$ cat config.mk
export PLATFORM = sky130hd
export DESIGN_NAME = sd_moore_verilog
export DESIGN_NICKNAME = d
export VERILOG_FILES = /design/src/rtl/sd_moore_verilog.sv
export SDC_FILE = /design/constraint.sdc
export NUM_CORES = 1
export LEC_CHECK = 0
export BUFFER_PORTS_ARGS = -buffer_cell sky130_fd_sc_hd__buf_2
export CAP_MARGIN = 30
export CORE_AREA = 4 4 41 43
export DETAILED_ROUTE_END_ITERATION = 10
export DIE_AREA = 0 0 45 47
export GPL_TIMING_DRIVEN = 0
export HOLD_SLACK_MARGIN = 0.12
export SLEW_MARGIN = 20
export SYNTH_ARGS = -nofsm -noshare
export SYNTH_HDL_FRONTEND = slang
export SYNTH_SLANG_ARGS = --single-unit
$ cat constraint.sdc
create_clock -name clock -period 3.1 [get_ports clock]
set_input_delay 0.31 -clock clock [delete_from_list [all_inputs] [get_ports clock]]
set_output_delay 0.31 -clock clock [all_outputs]
set_load 0.005 [all_outputs]
$ cat src/rtl/sd_moore_verilog.sv
// rtl/sd_moore_verilog.sv - Moore FSM flagging the overlapping serial pattern 1011
// Optional match counter output enabled by defining SD_MOORE_COUNT_EN.
module sd_moore_verilog (
  input  logic       clock,
  input  logic       reset,
  input  logic       sequence_in,
`ifdef SD_MOORE_COUNT_EN
  output logic [7:0] detect_count,
`endif
  output logic       detector_out
);

  localparam logic [2:0] IDLE  = 3'b000;
  localparam logic [2:0] S1    = 3'b001;
  localparam logic [2:0] S10   = 3'b010;
  localparam logic [2:0] S101  = 3'b011;
  localparam logic [2:0] MATCH = 3'b100;

  logic [2:0] state_q;
  logic [2:0] state_d;

  always_ff @(posedge clock or negedge reset) begin
    if (!reset) begin
      state_q <= IDLE;
    end else begin
      state_q <= state_d;
    end
  end

  // MATCH falls back to S1/S10 so the trailing 1 can start the next match
  always_comb begin
    state_d = IDLE;
    case (state_q)
      IDLE:    state_d = sequence_in ? S1    : IDLE;
      S1:      state_d = sequence_in ? S1    : S10;
      S10:     state_d = sequence_in ? S101  : IDLE;
      S101:    state_d = sequence_in ? MATCH : S10;
      MATCH:   state_d = sequence_in ? S1    : S10;
      default: state_d = IDLE;
    endcase
  end

  always_comb begin
    detector_out = (state_q == MATCH);
  end

`ifdef SD_MOORE_COUNT_EN
  logic [7:0] count_q;
  logic [7:0] count_d;

  // Counts on the edge entering MATCH, so it moves together with detector_out
  always_comb begin
    count_d = count_q;
    if (state_d == MATCH) begin
      count_d = count_q + 8'd1;
    end
  end

  always_ff @(posedge clock or negedge reset) begin
    if (!reset) begin
      count_q <= 8'd0;
    end else begin
      count_q <= count_d;
    end
  end

  assign detect_count = count_q;
`endif

endmodule

# Word-level counts from Yosys, hierarchy flattened

Index checks and enable logic that the tools add are counted.

Output and inout port bits: 1
Input port bits: 3
Logic and storage cells: 12
Register bits: 3

Reductions and logical operators: 2
Equality and inequality tests: 4
Muxes and demuxes: 5

Operators by type and width:

| kind               | number |
|---|---|
| $pmux 3 s4         | 1 |
| $eq 3x2->1 const B | 2 |
| $mux 2             | 2 |
| $eq 3x1->1 const B | 1 |
| $eq 3x3->1 const B | 1 |
| $logic_not 3->1    | 1 |
| $mux 3             | 1 |
| $reduce_or 2->1    | 1 |
| $mux 1             | 1 |

# Logic depth before layout (Yosys ltp)

Gate-level depths: netlist of the first run.

Depth in word-level cells: 3
Depth in mapped cells: 2
Depth with buffers taken out: 2

# Least setup slack after synthesis of the first run

Ideal clock, no wire load.

Kind: flip-flop to flip-flop
From: reg state_q[0]
To: reg state_q[1]
Path buffers: 0
Arrival time: 0.890 ns
Stages on the path, launching flop included: 3
Setup time: 0.131 ns
Period minus slack after synthesis: 1.021 ns
Path slack: 2.079 ns
Data required time: 2.969 ns
Cell sequence: dfrtp_1 > nor3b_1 > or3_1

Word-level cells in the longest chain between the ends: 3
Elaborated cells on any way between the ends: 7
Classes of those cells: eq/ne: 4; mux: 1; reduce/logical: 2

Ends and longest elaborated chain:

| element                                  | RTL line | RTL |
|---|---|---|
| start, declared                          | 19       | `logic [2:0] state_q;` |
| start signal, assigned                   | 26       | `state_q <= state_d;` |
| $eq 3x3->1 or $eq 3x1->1 (tied branches) | 33       | `case (state_q)` |
| $reduce_or 2->1 (no line)                | --       |  |
| $pmux 3 s4 (*)                           | 33       |  |
| named net state_d[1]                     | 20       | `logic [2:0] state_d;` |

Mark *: on every way through the listed nets, which the timed path passes. The rest lies on a longest branch.

# Worst setup path after layout of the first run

From: reg state_q[2]
To: out detector_out

Word-level cells in the longest chain between the ends: 1

Ends and longest elaborated chain:

| element       | RTL line | RTL |
|---|---|---|
| $eq 3x3->1    | 44       | `detector_out = (state_q == MATCH);` |
| end, declared | 10       | `output logic detector_out` |

No other way between the ends.

==> run summary, run 1 <==
number of flip-flops under the largest register name - 3
Hold Path Origin - sequence_in
count of cell types in the netlist - 9
share of the synthesized area in the top cell type - 52.6%
final instance count without filler cells - 35
proportion of power drawn by the clock network - 54.5%
register name with the most flops - state_q
last weighted congestion value of the routability-driven placer - 0.633
Final Cycle Share - 41.6%
average routed wire per standard cell - 8.23 um
first-pass iteration count of the detailed router - 2
worst hold-check slack - 0.343 ns
first-pass GRT wire length - 489 um
DIE WIDTH - 45 um
hold endpoint - state_q[0]
Largest regs - state_q (3)
Max-cap violations - 0
startpoint of the worst-slack reg-to-reg timing path - state_q[0]
share of cells above drive strength 1 - 35.0%
post-synthesis cell area - 143 um^2
die height - 47 um
sequential cell fraction of total power - 37.4%
global-route congestion overflow total - 0
fin nets - 24
CTS tree - built
floorplan die area - 0.00212 mm^2
leakage dissipation - 0.0928 nW
post-route antenna net violation count - 0
Max Clock Freq - 775 MHz
Seq. cell area - 75.1 um^2
placement-stage worst setup slack - 2.03 ns
total routing usage reported by global routing - 4.04%
Setup crit end kind - output pin
Net Switching - 0.0290 mW
final routed wirelength across all metal layers - 288 um
portion of total power attributed to combinational logic - 8.1%
clock tree skew after final layout - 0.00441 ns
detailed router's first-iteration violation count - 1
unrepaired setup endpoints after global routing - no
Final Hold Violating Endpoints - 0
Std-Cell Rows - 13
number of diodes - 0
Yosys reg bits - 3
CTS Buf Count - 3
number of buffers added for setup after CTS - 0
IR Drop Worst-Case VDD - 0.000134 V
post-layout min period - 1.29 ns
count of warnings emitted by yosys - 0
worst setup margin - 1.81 ns
Post-Synthesis Net Count - 15
type of origin of the critical path - register
# fillers - 152
R2R cell count - 2
cell-internal power - 0.0976 mW
Placed Cells - 30
net switching share of the total power - 22.9%
worst path required time - 2.79 ns
CTS sink cnt - 3
Worst-Skew Late Latency - 0.23 ns
Final setup viols - 0
largest cells by area after synthesis - sky130_fd_sc_hd__dfrtp_1 53%, sky130_fd_sc_hd__nor3b_1 11%, sky130_fd_sc_hd__and4b_2 7.9%
effective utilization at floorplan - 11.0%
worst slew margin relative to its limit - 85.0%
Hold Path Stages - 2
DRC - 0
result of the run - complete, no violations
Tightest Pin Transition - 0.221 ns
area occupied by multi-input gates - 67.6 um^2
classification of the worst-slack hold path - in2reg
maximum fanout count along the critical path - 7
Crit Reg-Reg Endpoint - state_q[1]
area of the core - 0.00130 mm^2
synthesis-to-layout area growth - 49.1%
average via count per standard cell - 3.54
setup slack, reg-to-reg - 2.03 ns
number of input and output port buffers inserted - 3
Seq/Total Area, Yosys - 52.6%
type of the setup path with the least slack - reg2out
buffers and inverters on the worst path - 1
cell at the root of the clock tree - sky130_fd_sc_hd__clkbuf_4
Avg Cell Area, Syn - 11.9 um^2
vias in the first global route - 120
CP Cell Sequence - nor3b_1, buf_2
post-layout power - 0.127 mW
cell family contributing the most delay on the critical path - flip-flops
power per cell area - 595 mW/mm^2
via count - 124
clock-pin transition on the worst setup and hold timing paths - 0.04 ns
CP Data Arrival Time - 0.98 ns
Pins Over Slew Limit - 0
Sum Neg Setup Slack - 0 ns
H-tree lvl count - 1
maximum single-stage delay on the critical path - 0.42 ns
number of antenna violations at the first check in global routing - 0
number of top-level pins - 4
standard cell with the maximum stage delay on the critical path - sky130_fd_sc_hd__dfrtp_1
maximum number of buffers from clock root to sink - 2
maximum number of pins on one net before global-route repair - 8
post-synthesis cell count - 12
Yosys top cell by area - sky130_fd_sc_hd__dfrtp_1
## layer usage
layer	wire length, um	track usage, %	vias up
met4	0	7.02	0
li1	-	-	64
met1	128	3.43	56
met3	30	3.83	0
met5	0	0	-
met2	128	3.95	4
## stage by stage
step / util (%) / area (um^2)
CTS: 16.3 / 213
floorplan: - / 143
detailed placement: 13.6 / 176
global route: 16.3 / 213
finish: 16.3 / 213
global placement: 13.6 / 176
## final cells by class
cell class,instances,area share [%]
Clock buffer,4,12.4
Multi-Input combinational cell,9,31.8
Sequential cell,3,35.3
Tap cell,15,8.82
Timing Repair Buffer,4,11.8
## synthesized netlist by cell type (all sizes together)
cell type  instances
nor4b              1
a21oi              1
nor3b              2
o21a               1
dfrtp              3
nor2               1
nor4bb             1
and4b              1
or3                1
## kinds of logic (layout without fill, tap and decap cells)
kind of cell           Yosys count  in the layout  share of synthesized area (%)
flip-flops                       3              3                           52.6
buffers and inverters            0              8                              0
AO/OA/AOI/OAI                    2              2                           8.77
AND/OR/NAND/NOR                  7              7                           38.6
## worst register-to-register path: cells and delay by family (launching register included)
family | cells | cell delay (ns)
simple gates | 2 | 0.52
flops | 1 | 0.43
## cells in the final DEF, fill, tap and decap left out
cell type,Yosys,layout
sky130_fd_sc_hd__nor3b_1,2,2
sky130_fd_sc_hd__a21oi_1,1,1
sky130_fd_sc_hd__nor4b_1,1,1
sky130_fd_sc_hd__dfrtp_1,3,3
sky130_fd_sc_hd__nor2_1,1,1
sky130_fd_sc_hd__clkbuf_1,0,1
sky130_fd_sc_hd__and4b_2,1,1
sky130_fd_sc_hd__dlygate4sd3_1,0,1
sky130_fd_sc_hd__buf_2,0,3
sky130_fd_sc_hd__or3_1,1,1
sky130_fd_sc_hd__nor4bb_1,1,1
sky130_fd_sc_hd__o21a_1,1,1
sky130_fd_sc_hd__clkbuf_4,0,3
## power by group through the flow
stage	logic [mW]	registers (mW)	clock network, mW
after detailed placement	0.00929	0.0478	0
after global routing	0.0117	0.0478	0.0778
after CTS	0.0104	0.0473	0.0742
after global placement	0.00916	0.0478	0
after floorplan	0.00620	0.0466	0
final	0.0102	0.0474	0.0690
## how the worst max path moves through the flow
stage | start | endpoint | depth (start not counted)
floorplan | state_q[0] | state_q[1] | 2
finish | state_q[2] | detector_out | 2
CTS | state_q[2] | detector_out | 2
detailed placement | state_q[0] | state_q[1] | 2
global route | state_q[2] | detector_out | 2
global placement | state_q[0] | state_q[1] | 2
## timing repair
| action | 4_1_cts | 5_1_grt |
|---|---|---|
| hold endpoints to repair | 3 | 0 |
| resized for setup | 0 | 0 |
| hold buffers | 1 | 0 |
(Power assumes the default switching activity.)
==> run 2, diff against run 1 <==
--- a/config.mk
+++ b/config.mk
@@ -5,6 +5,7 @@
 export SDC_FILE = /design/constraint.sdc
 export NUM_CORES = 1
 export LEC_CHECK = 0
+export ABC_AREA = 1
 export BUFFER_PORTS_ARGS = -buffer_cell sky130_fd_sc_hd__buf_2
 export CAP_MARGIN = 30
 export CORE_AREA = 4 4 41 43
==> constraint.sdc (replaced) <==
create_clock -name clock -period 1.2 [get_ports clock]
set_input_delay 0.12 -clock clock [delete_from_list [all_inputs] [get_ports clock]]
set_output_delay 0.12 -clock clock [all_outputs]
set_load 0.005 [all_outputs]
==> run 2 against run 1 <==
Effect of this change:
- sequential cell count unchanged
- register-to-register slack worse by 1.7 ns
- largest cell class unchanged
- first-iteration DRC count fell by 100%
- setup slack lost 1.7 ns
- critical path depth stayed put
- power grew to 2.9 times the previous value
- via count grew 6.5%
- critical path type unchanged
- highest routed layer unchanged
- sequential power rose to 3.0 times the previous value
- worst hold slack worse by 0.19 ns
- synthesized cell count increased by 50%
==> run summary, run 2 <==
die height - 47 um (unchanged)
Max Clock Freq - 938 MHz
Yosys reg bits - 3 (unchanged)
number of buffers added for setup after CTS - 0 (unchanged)
number of flip-flops under the largest register name - 3 (unchanged)
floorplan die area - 0.00212 mm^2 (unchanged)
share of the synthesized area in the top cell type - 56.1% (was 52.6%)
count of cell types in the netlist - 6 (was 9)
global-route congestion overflow total - 0 (unchanged)
unrepaired setup endpoints after global routing - no (unchanged)
average routed wire per standard cell - 7.56 um (was 8.23 um)
number of enable-type register cells in the synthesized netlist - 0 (unchanged)
maximum number of buffers from clock root to sink - 2 (unchanged)
type of origin of the critical path - register (unchanged)
classification of the worst-slack hold path - in2reg (unchanged)
result of the run - complete, no violations (unchanged)
DIE WIDTH - 45 um (unchanged)
fraction of the core area covered by cells at the end of the flow - 15.7% (was 16.3%)
number of antenna violations at the first check in global routing - 0 (unchanged)
number of top-level pins - 4 (unchanged)
list of most frequent post-synthesis cells - 6 x sky130_fd_sc_hd__nand2_1, 6 x sky130_fd_sc_hd__nor2_1, 3 x sky130_fd_sc_hd__dfrtp_1 (was 3 x sky130_fd_sc_hd__dfrtp_1, 2 x sky130_fd_sc_hd__nor3b_1)
cell family contributing the most delay on the critical path - flip-flops (unchanged)
count of warnings emitted by yosys - 0 (unchanged)
buffers and inverters on the worst path - 1 (unchanged)
maximum number of pins on one net before global-route repair - 6 (was 8)
Final setup viols - 0 (unchanged)
leakage dissipation - 0.102 nW (was 0.0928 nW)
register name with the most flops - state_q (unchanged)
via count - 132 (was 124)
vias in the first global route - 135 (was 120)
power per cell area - 1800 mW/mm^2 (was 595 mW/mm^2)
effective utilization at floorplan - 10.3% (was 11.0%)
cell area after placement - 168 um^2 (was 176 um^2)
Final Cycle Share - 88.8%
CP Cell Sequence - nor3_1, buf_2 (was nor3b_1, buf_2)
total routing usage reported by global routing - 3.56% (was 4.04%)
Tightest Pin Transition - 0.144 ns (was 0.221 ns)
share of cells above drive strength 1 - 23.1% (was 35.0%)
number of diodes - 0 (unchanged)
Post-Synthesis Net Count - 21 (was 15)
routed length on met1 - 133 um (was 128 um)
CTS sink cnt - 3 (unchanged)
maximum fanout count along the critical path - 5 (was 7)
clock-pin transition on the worst setup and hold timing paths - 0.04 ns (about the same)
Hold Path Origin - sequence_in (unchanged)
Seq/Total Area, Yosys - 56.1% (was 52.6%)
Async S/R FF share, synth - 100% (unchanged)
CP Data Arrival Time - 0.95 ns (was 0.98 ns)
post-synthesis cell area - 134 um^2 (was 143 um^2)
area of the core - 0.00130 mm^2 (unchanged)
Worst-Skew Late Latency - 0.23 ns (about the same)
Yosys top cell by area - sky130_fd_sc_hd__dfrtp_1 (unchanged)
detailed route wirelength on metal2 - 158 um (was 128 um)
Design Area, Final - 204 um^2 (was 213 um^2)
Std-Cell Rows - 13 (unchanged)
number of input and output port buffers inserted - 3 (unchanged)
standard cell with the maximum stage delay on the critical path - sky130_fd_sc_hd__dfrtp_1 (unchanged)
post-layout min period - 1.07 ns
last weighted congestion value of the routability-driven placer - 0.708 (was 0.633)
launching element of the worst setup path - state_q[0] (was state_q[2])
DRC - 0 (unchanged)
startpoint of the worst-slack reg-to-reg timing path - state_q[0] (unchanged)
Largest regs - state_q (3) (unchanged)
worst slew margin relative to its limit - 90.3% (was 85.0%)
post-synthesis cell count - 18 (was 12)
CTS tree - built (unchanged)
Pins Over Slew Limit - 0 (unchanged)
fin nets - 30 (was 24)
clock tree skew after final layout - 0.00282 ns (was 0.00441 ns)
synthesis-to-layout area growth - 52.3% (was 49.1%)
worst hold-check slack - 0.149 ns (was 0.343 ns)
Avg Cell Area, Syn - 7.44 um^2 (was 11.9 um^2)
Sum Neg Setup Slack - 0 ns (unchanged)
IR Drop Worst-Case VDD - 0.000204 V (was 0.000134 V)
post-route antenna net violation count - 0 (unchanged)
Setup crit end kind - output pin (unchanged)
first-pass GRT wire length - 441 um (was 489 um)
largest cells by area after synthesis - sky130_fd_sc_hd__dfrtp_1 56%, sky130_fd_sc_hd__nand2_1 17%, sky130_fd_sc_hd__nor2_1 17% (was sky130_fd_sc_hd__dfrtp_1 53%, sky130_fd_sc_hd__nor3b_1 11%, sky130_fd_sc_hd__and4b_2 7.9%)
# resized after CTS - 0 (unchanged)
type of the setup path with the least slack - reg2out (unchanged)
average via count per standard cell - 3.22 (was 3.54)
cell at the root of the clock tree - sky130_fd_sc_hd__clkbuf_4 (unchanged)
H-tree lvl count - 1 (unchanged)
commonest non-fill, non-tap cells in the layout - 6 x sky130_fd_sc_hd__nor2_1, 6 x sky130_fd_sc_hd__nand2_1, 3 x sky130_fd_sc_hd__clkbuf_4, 3 x sky130_fd_sc_hd__buf_2, 3 x sky130_fd_sc_hd__dfrtp_1 (was 3 x sky130_fd_sc_hd__clkbuf_4, 3 x sky130_fd_sc_hd__buf_2, 3 x sky130_fd_sc_hd__dfrtp_1)
detailed router's first-iteration violation count - 0 (was 1)
maximum single-stage delay on the critical path - 0.41 ns (was 0.42 ns)
first-pass iteration count of the detailed router - 1 (was 2)
worst path required time - 1.08 ns (was 2.79 ns)
Met3 Wirelength - 18 um (was 30 um)
top flip-flop cell by instance count after synthesis - sky130_fd_sc_hd__dfrtp_1 (unchanged)
Max-cap violations - 0 (unchanged)
uppermost metal layer occupied by signal nets - met3 (unchanged)
final routed wirelength across all metal layers - 310 um (was 288 um)
Final Hold Violating Endpoints - 0 (unchanged)
CTS Buf Count - 3 (unchanged)
run 2: changes by cell type after synthesis:
| cell | before | now |
|---|---|---|
| sky130_fd_sc_hd__nand2_1 | 0 | 6 |
| sky130_fd_sc_hd__o21ai_0 | 0 | 1 |
| sky130_fd_sc_hd__o21a_1 | 1 | 0 |
| sky130_fd_sc_hd__nor4bb_1 | 1 | 0 |
| sky130_fd_sc_hd__nor3_1 | 0 | 1 |
| sky130_fd_sc_hd__nor2_1 | 1 | 6 |
| sky130_fd_sc_hd__or3_1 | 1 | 0 |
| sky130_fd_sc_hd__and4b_2 | 1 | 0 |
| sky130_fd_sc_hd__nor3b_1 | 2 | 0 |
| sky130_fd_sc_hd__a21oi_1 | 1 | 0 |
| sky130_fd_sc_hd__inv_1 | 0 | 1 |
| sky130_fd_sc_hd__nor4b_1 | 1 | 0 |
run 2: worst min-delay path, stage by stage:
cell	delay, ns
sky130_fd_sc_hd__buf_2	0.12
sky130_fd_sc_hd__nand2_1	0.06
sky130_fd_sc_hd__nor2_1	0.04
run 2: report_power, final:
| part | leakage (nW) | internal [mW] | switching, mW |
|---|---|---|---|
| Combinational | 0.0495 | 0.0233 | 0.0302 |
| Clock | 0.0150 | 0.124 | 0.0501 |
| Sequential | 0.0379 | 0.121 | 0.0192 |
| Total | 0.102 | 0.268 | 0.0996 |
run 2: metal layers:
metal | vias up | GRT usage [%]
met2 | 3 | 4.52
met4 | 0 | 7.02
li1 | 70 | -
met1 | 59 | 2.51
met3 | 0 | 2.30
met5 | - | 0
run 2: final timing paths:
path / slack, ns / cells past startpoint / end
worst max-delay path: 0.13 / 2 / detector_out
worst min-delay path: 0.15 / 3 / state_q[0]
worst max register to register: 0.36 / 3 / state_q[1]
worst min register to register: 0.56 / 3 / state_q[2]
max in group asynchronous: 0.88 / 2 / state_q[1]
min in group asynchronous: 0.21 / 2 / state_q[0]
run 2: through the flow:
| stage | worst slack, ns | cells | power, mW |
|---|---|---|---|
| finish | 0.134 | 41 | 0.368 |
| CTS | 0.124 | 41 | 0.376 |
| global placement | 0.367 | 36 | 0.189 |
| detailed placement | 0.375 | 36 | 0.191 |
| floorplan | 0.466 | 18 | 0.173 |
| global route | 0.0616 | 41 | 0.394 |
run 2: timing repair:
action                     CTS  global route
setup endpoints to repair    0             0
hold buffers                 1             0
hold endpoints to repair     3             0
run 2: layout make-up:
type                       count  area [um^2]
clock buffer                   4         26.3
tap                           15         18.8
multi-input combinational     14         55.1
inverter                       1         3.75
timing repair buffer           4         25.0
fill                         157         1100
sequential                     3         75.1
run 2: cell families after synthesis:
logic type | count (synthesis) | share of synthesized area, %
AND/OR/NAND/NOR | 13 | 37.4
flip-flops | 3 | 56.1
buffers and inverters | 1 | 2.80
AO/OA/AOI/OAI | 1 | 3.73
